## src/rtl/synt_seq_ctrl.sv

```systemverilog
// Synthesizer power-up / calibration sequencer: OFF -> CAL -> SETTLE -> READY, with
// relock on channel change and a CAL watchdog that parks the block in ERROR.
module synt_seq_ctrl #(
    parameter int CNT_W       = 16,
    parameter int TCAL_CYC    = 50,
    parameter int TSET_CYC    = 10,
    parameter int TRELOCK_CYC = 5,
    parameter int TOUT_CYC    = 200,
    parameter int CH_W        = 7
) (
    input  logic            CLK,
    input  logic            RST_N,
    input  logic            PU_SYNT,
    input  logic            CAL_SYNT,
    input  logic            CH_LOAD,
    input  logic [CH_W-1:0] CH_CODE,
    output logic [CH_W-1:0] CH_ACT,
    output logic            RDY_SYNT,
    output logic            CAL_BUSY,
    output logic            ERR_TOUT,
    output logic [2:0]      STATE
);

    typedef enum logic [2:0] {
        S_OFF    = 3'd0,
        S_CAL    = 3'd1,
        S_SETTLE = 3'd2,
        S_READY  = 3'd3,
        S_RELOCK = 3'd4,
        S_ERROR  = 3'd5
    } state_t;

    localparam logic [CNT_W-1:0] ONE   = CNT_W'(1);
    localparam logic [CNT_W-1:0] TCAL  = CNT_W'(TCAL_CYC);
    localparam logic [CNT_W-1:0] TSET  = CNT_W'(TSET_CYC);
    localparam logic [CNT_W-1:0] TRLK  = CNT_W'(TRELOCK_CYC);
    localparam logic [CNT_W-1:0] TOUT  = CNT_W'(TOUT_CYC);

    state_t           state, state_nx;
    logic [CNT_W-1:0] cnt, cnt_nx;
    logic [CNT_W-1:0] wd, wd_nx;
    logic             err_nx;
    logic [CH_W-1:0]  ch_nx;

    always_comb begin
        state_nx = state;
        cnt_nx   = cnt;
        wd_nx    = wd;
        err_nx   = ERR_TOUT;
        ch_nx    = CH_ACT;
        if (!PU_SYNT) begin
            state_nx = S_OFF;
            cnt_nx   = '0;
            wd_nx    = '0;
            err_nx   = 1'b0;
        end else begin
            if (CH_LOAD) ch_nx = CH_CODE;
            unique case (state)
                S_OFF: begin
                    state_nx = S_CAL;
                    cnt_nx   = TCAL;
                    wd_nx    = '0;
                end
                S_CAL: begin
                    if (wd != TOUT) wd_nx = wd + ONE;
                    // Calibration completing on the timeout edge still counts as success.
                    if (CAL_SYNT && cnt == ONE) begin
                        state_nx = S_SETTLE;
                        cnt_nx   = TSET;
                    end else begin
                        if (CAL_SYNT && cnt > ONE) cnt_nx = cnt - ONE;
                        if (wd_nx == TOUT) begin
                            state_nx = S_ERROR;
                            err_nx   = 1'b1;
                        end
                    end
                end
                S_SETTLE: begin
                    if (cnt <= ONE) begin
                        state_nx = S_READY;
                        cnt_nx   = '0;
                    end else begin
                        cnt_nx = cnt - ONE;
                    end
                end
                S_READY: begin
                    if (CH_LOAD) begin
                        state_nx = S_RELOCK;
                        cnt_nx   = TRLK;
                    end
                end
                S_RELOCK: begin
                    if (CH_LOAD) begin
                        cnt_nx = TRLK;
                    end else if (cnt <= ONE) begin
                        state_nx = S_READY;
                        cnt_nx   = '0;
                    end else begin
                        cnt_nx = cnt - ONE;
                    end
                end
                S_ERROR: ;
                default: begin
                    state_nx = S_OFF;
                    cnt_nx   = '0;
                    wd_nx    = '0;
                end
            endcase
        end
    end

    // Flags are decoded from the next state so they line up with STATE.
    always_ff @(posedge CLK or negedge RST_N) begin
        if (!RST_N) begin
            state    <= S_OFF;
            cnt      <= '0;
            wd       <= '0;
            ERR_TOUT <= 1'b0;
            CH_ACT   <= '0;
            RDY_SYNT <= 1'b0;
            CAL_BUSY <= 1'b0;
        end else begin
            state    <= state_nx;
            cnt      <= cnt_nx;
            wd       <= wd_nx;
            ERR_TOUT <= err_nx;
            CH_ACT   <= ch_nx;
            RDY_SYNT <= (state_nx == S_READY);
            CAL_BUSY <= (state_nx == S_CAL);
        end
    end

    assign STATE = state;

endmodule

```

## config.mk

```make
export PLATFORM = sky130hd
export DESIGN_NAME = synt_seq_ctrl
export DESIGN_NICKNAME = d
export VERILOG_FILES = /design/src/rtl/synt_seq_ctrl.sv
export SDC_FILE = /design/constraint.sdc
export NUM_CORES = 1
export LEC_CHECK = 0
export ABC_AREA = 1
export ABC_CLOCK_PERIOD_IN_PS = 3500
export CAP_MARGIN = 5
export CORE_ASPECT_RATIO = 1.25
export CORE_MARGIN = 4
export CORE_UTILIZATION = 62
export DETAILED_ROUTE_END_ITERATION = 12
export GPL_TIMING_DRIVEN = 0
export PLACE_DENSITY = 0.85
export SLEW_MARGIN = 25
export SYNTH_ARGS = -nofsm -noshare
export SYNTH_HDL_FRONTEND = slang
export SYNTH_SLANG_ARGS = --single-unit
export TNS_END_PERCENT = 10
```

## constraint.sdc

```tcl
create_clock -name CLK -period 3.5 [get_ports CLK]
set_input_delay 0.7 -clock CLK [delete_from_list [all_inputs] [get_ports CLK]]
set_output_delay 0.7 -clock CLK [all_outputs]
set_load 0.05 [all_outputs]
```

# == Yosys cells after proc, flatten, opt, wreduce, memory -nomap -nowiden ==
# Index checks and enable logic that the tools add are counted.
# W data, S select, Z words.
# classes
n_addsub,2
magnitude_cmp,2
eq_ne,17
mux,23
n_reduce_logical,7
# op_table
op,n
$mux W16,10
$pmux W16 S6,1
$pmux W16 S2,1
$mux W3,6
$pmux W3 S6,1
$add A16 B1 Y16 const B,1
$eq A16 B1 Y1 const B,1
$eq A16 B8 Y1 const B,1
$gt A16 B1 Y1 const B,1
$le A16 B1 Y1 const B,1
$ne A16 B8 Y1 const B,1
$sub A16 B1 Y16 const B,1
$eq A3 B2 Y1 const B,3
$eq A3 B1 Y1 const B,2
$eq A3 B3 Y1 const B,2
$ne A2 B2 Y1 const B,3
$reduce_and A3 Y1,2
$mux W1,4
$ne A2 B1 Y1 const B,2
$ne A4 B4 Y1 const B,1
$reduce_or A4 Y1,1
$logic_not A3 Y1,1
$ne A3 B3 Y1 const B,1
$logic_and A1 B1 Y1,2
$reduce_and A2 Y1,1
# word_totals
reg_bits,45
inputBits,12
output_inout_bits,13
wordCells,58

# == Logic depth before layout (Yosys ltp) ==
# logic_depth
depth_word,10
ltp_mapped,14
ltp_nobuf,14

# == Worst setup path before layout ==
# No wires, ideal clock.
# synth_timing
kind,register to register
startpoint,register state[2] (netlist: STATE[2])
endpoint,register cnt[9]
setup_ns,0.087
arrival_time_ns,1.843
required_time_ns,3.413
setup_slack_ns,1.570
path_stages_with_launch,10
n_path_buf,1
period_less_slack_ns,1.930
cell_sequence,dfrtp_1 > buf_4 > inv_1 > nor2_2 > inv_1 > o21bai_1 > nand2_1 > nand2_1 > o211ai_1 > a22oi_1
# synth_between
elab_chain_len,3
elab_cells_between_ends,12
classes_between,eq/ne (8); mux (2); reduce/logical (2)
# synth_lines
item,line_no,rtl
"start, declared",39,"state_t state, state_nx;"
"start signal, assigned",123,state <= state_nx;
"$eq A3 B3 Y1, or another cell as far along",58,unique case (state)
"$pmux W16 S6, or another cell as far along",58,
$mux W16 / $reduce_and A3 Y1 (equally long branches),-,
"end signal, assigned",124,cnt <= cnt_nx;
"end, declared",40,"logic [CNT_W-1:0] cnt, cnt_nx;"
# Several ways; a longest one is shown, not always the timed one.
# A chain may end at the register's enable or synchronous reset.

# == Worst setup path after layout ==
# layout_timing
startpoint,register state[0] (netlist: STATE[0])
endpoint,output STATE[0]
# layout_rtl
item,line_no,rtl
"end, declared",21,output logic [2:0] STATE
# No word-level cell between the ends.

==> metrics.cfg <==
[die]
die_x_um = 68.82
start_util = 0.6477
io_pins = 25
core.rowCount = 27
die_h_um = 84.02
dieArea_mm2 = 0.005782
core_area_mm2 = 0.004425

[yosys]
post-synth-top-area-cell = dfrtp_1
syn_area_per_cell_um2 = 7.524
postSynthCellCount = 381
synth_cell_types = 36
netlist_top_cells_area = dfrtp_1 39%, nand2_1 10%, nor2_1 6.5%, xor2_1 6.4%, nand3_1 6.3%
yosysSeqAreaShare = 0.3928
synthDominantCellAreaShare = 0.3928
synth-compound-area-share = 0.1021
muxShareOfSynthArea = 0.02750
ys_warn_count = 0
synth_seq_cells = 45
syn_nets = 397
syn_area_mm2 = 0.002866
synthAdderAreaFrac = 0.01746
synth-xor-area-share = 0.06722
synth_top_family_by_area = simple AND/OR/NAND/NOR gates
synth-simple-area-share = 0.3147

[cells_and_area]
multiInputGateArea_mm2 = 0.001516
fin_nets = 427
area_growth_pct = 15.06
diodes = 0
final_layout_size_suffix_gt1_frac = 0.1044
regArea_mm2 = 0.001126
fin_area_mm2 = 0.003298
fillerInstances = 349

[critical_path]
worstRegToRegCells = 11
critical_path.top_delay_family = buffers and inverters
timing.rr.end = CAL_BUSY
cp.buffers_inverters = 1
start_kind = flip-flop
critPathKind = reg2out
cp_slowest_cell = clkdlybuf4s50_1
cp_max_fo = 5
r2r_setup_slack_ns = 1.47
crit_path_end_kind = output pin
arrival_ns = 1.58
r2r_start = wd[1]
cp.required_ns = 2.80
cpPeakStageDelay_ns = 0.84
crit_chain = clkdlybuf4s50_1

[sta]
rsz0062_at_grt = no
tns_ns = 0
slew_viol_final = 0
finalSetupViolCount = 0
period_needed_ns = 2.277
finalHoldViolCount = 0
slew_headroom = 0.5500
finClkSkew_ns = 0.01048
post-route-period-util = 0.6505
tightest_slew_ns = 0.6750
fmax_mhz = 439.2

[cts]
cts_sinks = 45
clock_latency_ns = 0.30
cts.clk_slew.worst_paths_ns = 0.08
post_cts_resized = 0
cts_inserted_buffers = 5
hold_buffers = 0
htree_levels = 2
cts-root-buf = clkbuf_8
clk_path_buf_depth = 2
cts_tree = built
post_cts_buffers = 0

[grt]
grt_pass1_vias = 2669
overflow = 0
grt_pass1_wl_um = 11630
grt_max_degree = 28
antenna_found_initial = 0
grt_usage = 0.2604

[placed_design]
finalWeightedCongestion = 0.8862
hpwl_um = 5221
io_buffers = 22
post_dp_cell_area_mm2 = 0.003182

[detailed_routing]
ant_nets = 0
drt_iter0_drc = 178
wl_per_cell_um = 14.43
viasPerCell = 5.636
drc = 0
routed_wl_um = 6783
num_vias = 2649
drt_pre_antenna_iters = 4

[run]
cap_violations = 0

[hold_path]
hp-class = in2async

[power_and_ir_drop]
power_leakage_nw = 1.556
ir_worst_vdd_v = 0.0003324
p_per_area_mw_per_mm2 = 450.2

[status]
status = finished clean

[cells by family after synthesis]
kind of cell | count (synthesis)
adders and majority gates | 4
buffers and inverters | 57
DFF | 45
xor gates and xnor gates | 22
and+or+nand+nor | 197
muxes | 7
AOI/OAI and AO/OA | 49
[flip-flops by register name (all words and copies together) (netlist names)]
signal    flops
cnt          16
CH_ACT        7
STATE         3
CAL_BUSY      1
wd           16
ERR_TOUT      1
RDY_SYNT      1
[final cells by class]
cell class / instances / area share
tap: 58 / 0.02200
timing repair buffer: 23 / 0.07360
multi-input combinational: 279 / 0.4598
buffer: 8 / 0.01214
clock buffer: 7 / 0.02618
clock inverter: 1 / 0.009105
inverter: 49 / 0.05577
sequential: 45 / 0.3414
[metrics by stage]
step / power, mW / worst slack, ns / util / hold slack, ns / instances
global route: 1.580 / 1.190 / 0.7453 / 0.4683 / 470
CTS: 1.489 / 1.222 / 0.7453 / 0.4433 / 470
floorplan: 0.9572 / 1.570 / - / 0.4044 / 381
finish: 1.485 / 1.223 / 0.7453 / 0.4305 / 470
global placement: 1.067 / 0.5414 / 0.7139 / 0.4886 / 461
detailed placement: 1.084 / 1.214 / 0.7190 / 0.4970 / 462
[Yosys cell counts (all sizes together)]
cell type,number
nand2,82
nor2,57
inv,49
dfrtp,45
nand3,37
xor2,21
a21oi,14
o21ai,14
o22ai,14
nor3,13
mux2,7
nand4,6
buf,5
ha,4
clkbuf,3
o211ai,2
a22oi,1
nor2b,1
nor4,1
o21a,1
o21bai,1
o31ai,1
o32ai,1
xnor2,1
[layer usage]
layer  wire [µm]  GRT usage  vias up
li1            -          -     1301
met1        2583     0.2913     1256
met2        3682     0.4639       67
met3         287    0.03774       25
met4         228     0.1188        0
met5           0          0        -
[worst max path at each step]
stage | cells past startpoint | slack, ns | to | start
floorplan | 9 | 1.57 | cnt[9] | STATE[2]
finish | 1 | 1.22 | STATE[0] | STATE[0]
global placement | 1 | 0.54 | cnt[11] | RST_N
global route | 11 | 1.19 | CAL_BUSY | wd[1]
detailed placement | 10 | 1.21 | cnt[15] | CAL_SYNT
CTS | 1 | 1.22 | STATE[0] | STATE[0]
[layout by cell type (no fill, tap or decap), types with 5 or more instances in the layout]
cell type / count
nand2_1: 76
nor2_1: 50
inv_1: 46
dfrtp_1: 45
nand3_1: 36
xor2_1: 21
clkdlybuf4s50_1: 21
o22ai_1: 14
a21oi_1: 13
nor3_1: 10
o21ai_0: 9
mux2_2: 7
nand4_1: 6
clkbuf_8: 6
nand2_2: 5
[where the power goes]
| part | switching [mW] | internal [mW] |
|---|---|---|
| Clock | 0.172 | 0.233 |
| Combinational | 0.319 | 0.165 |
| Sequential | 0.0359 | 0.560 |
Note: power is estimated with default switching activity, not from simulation.
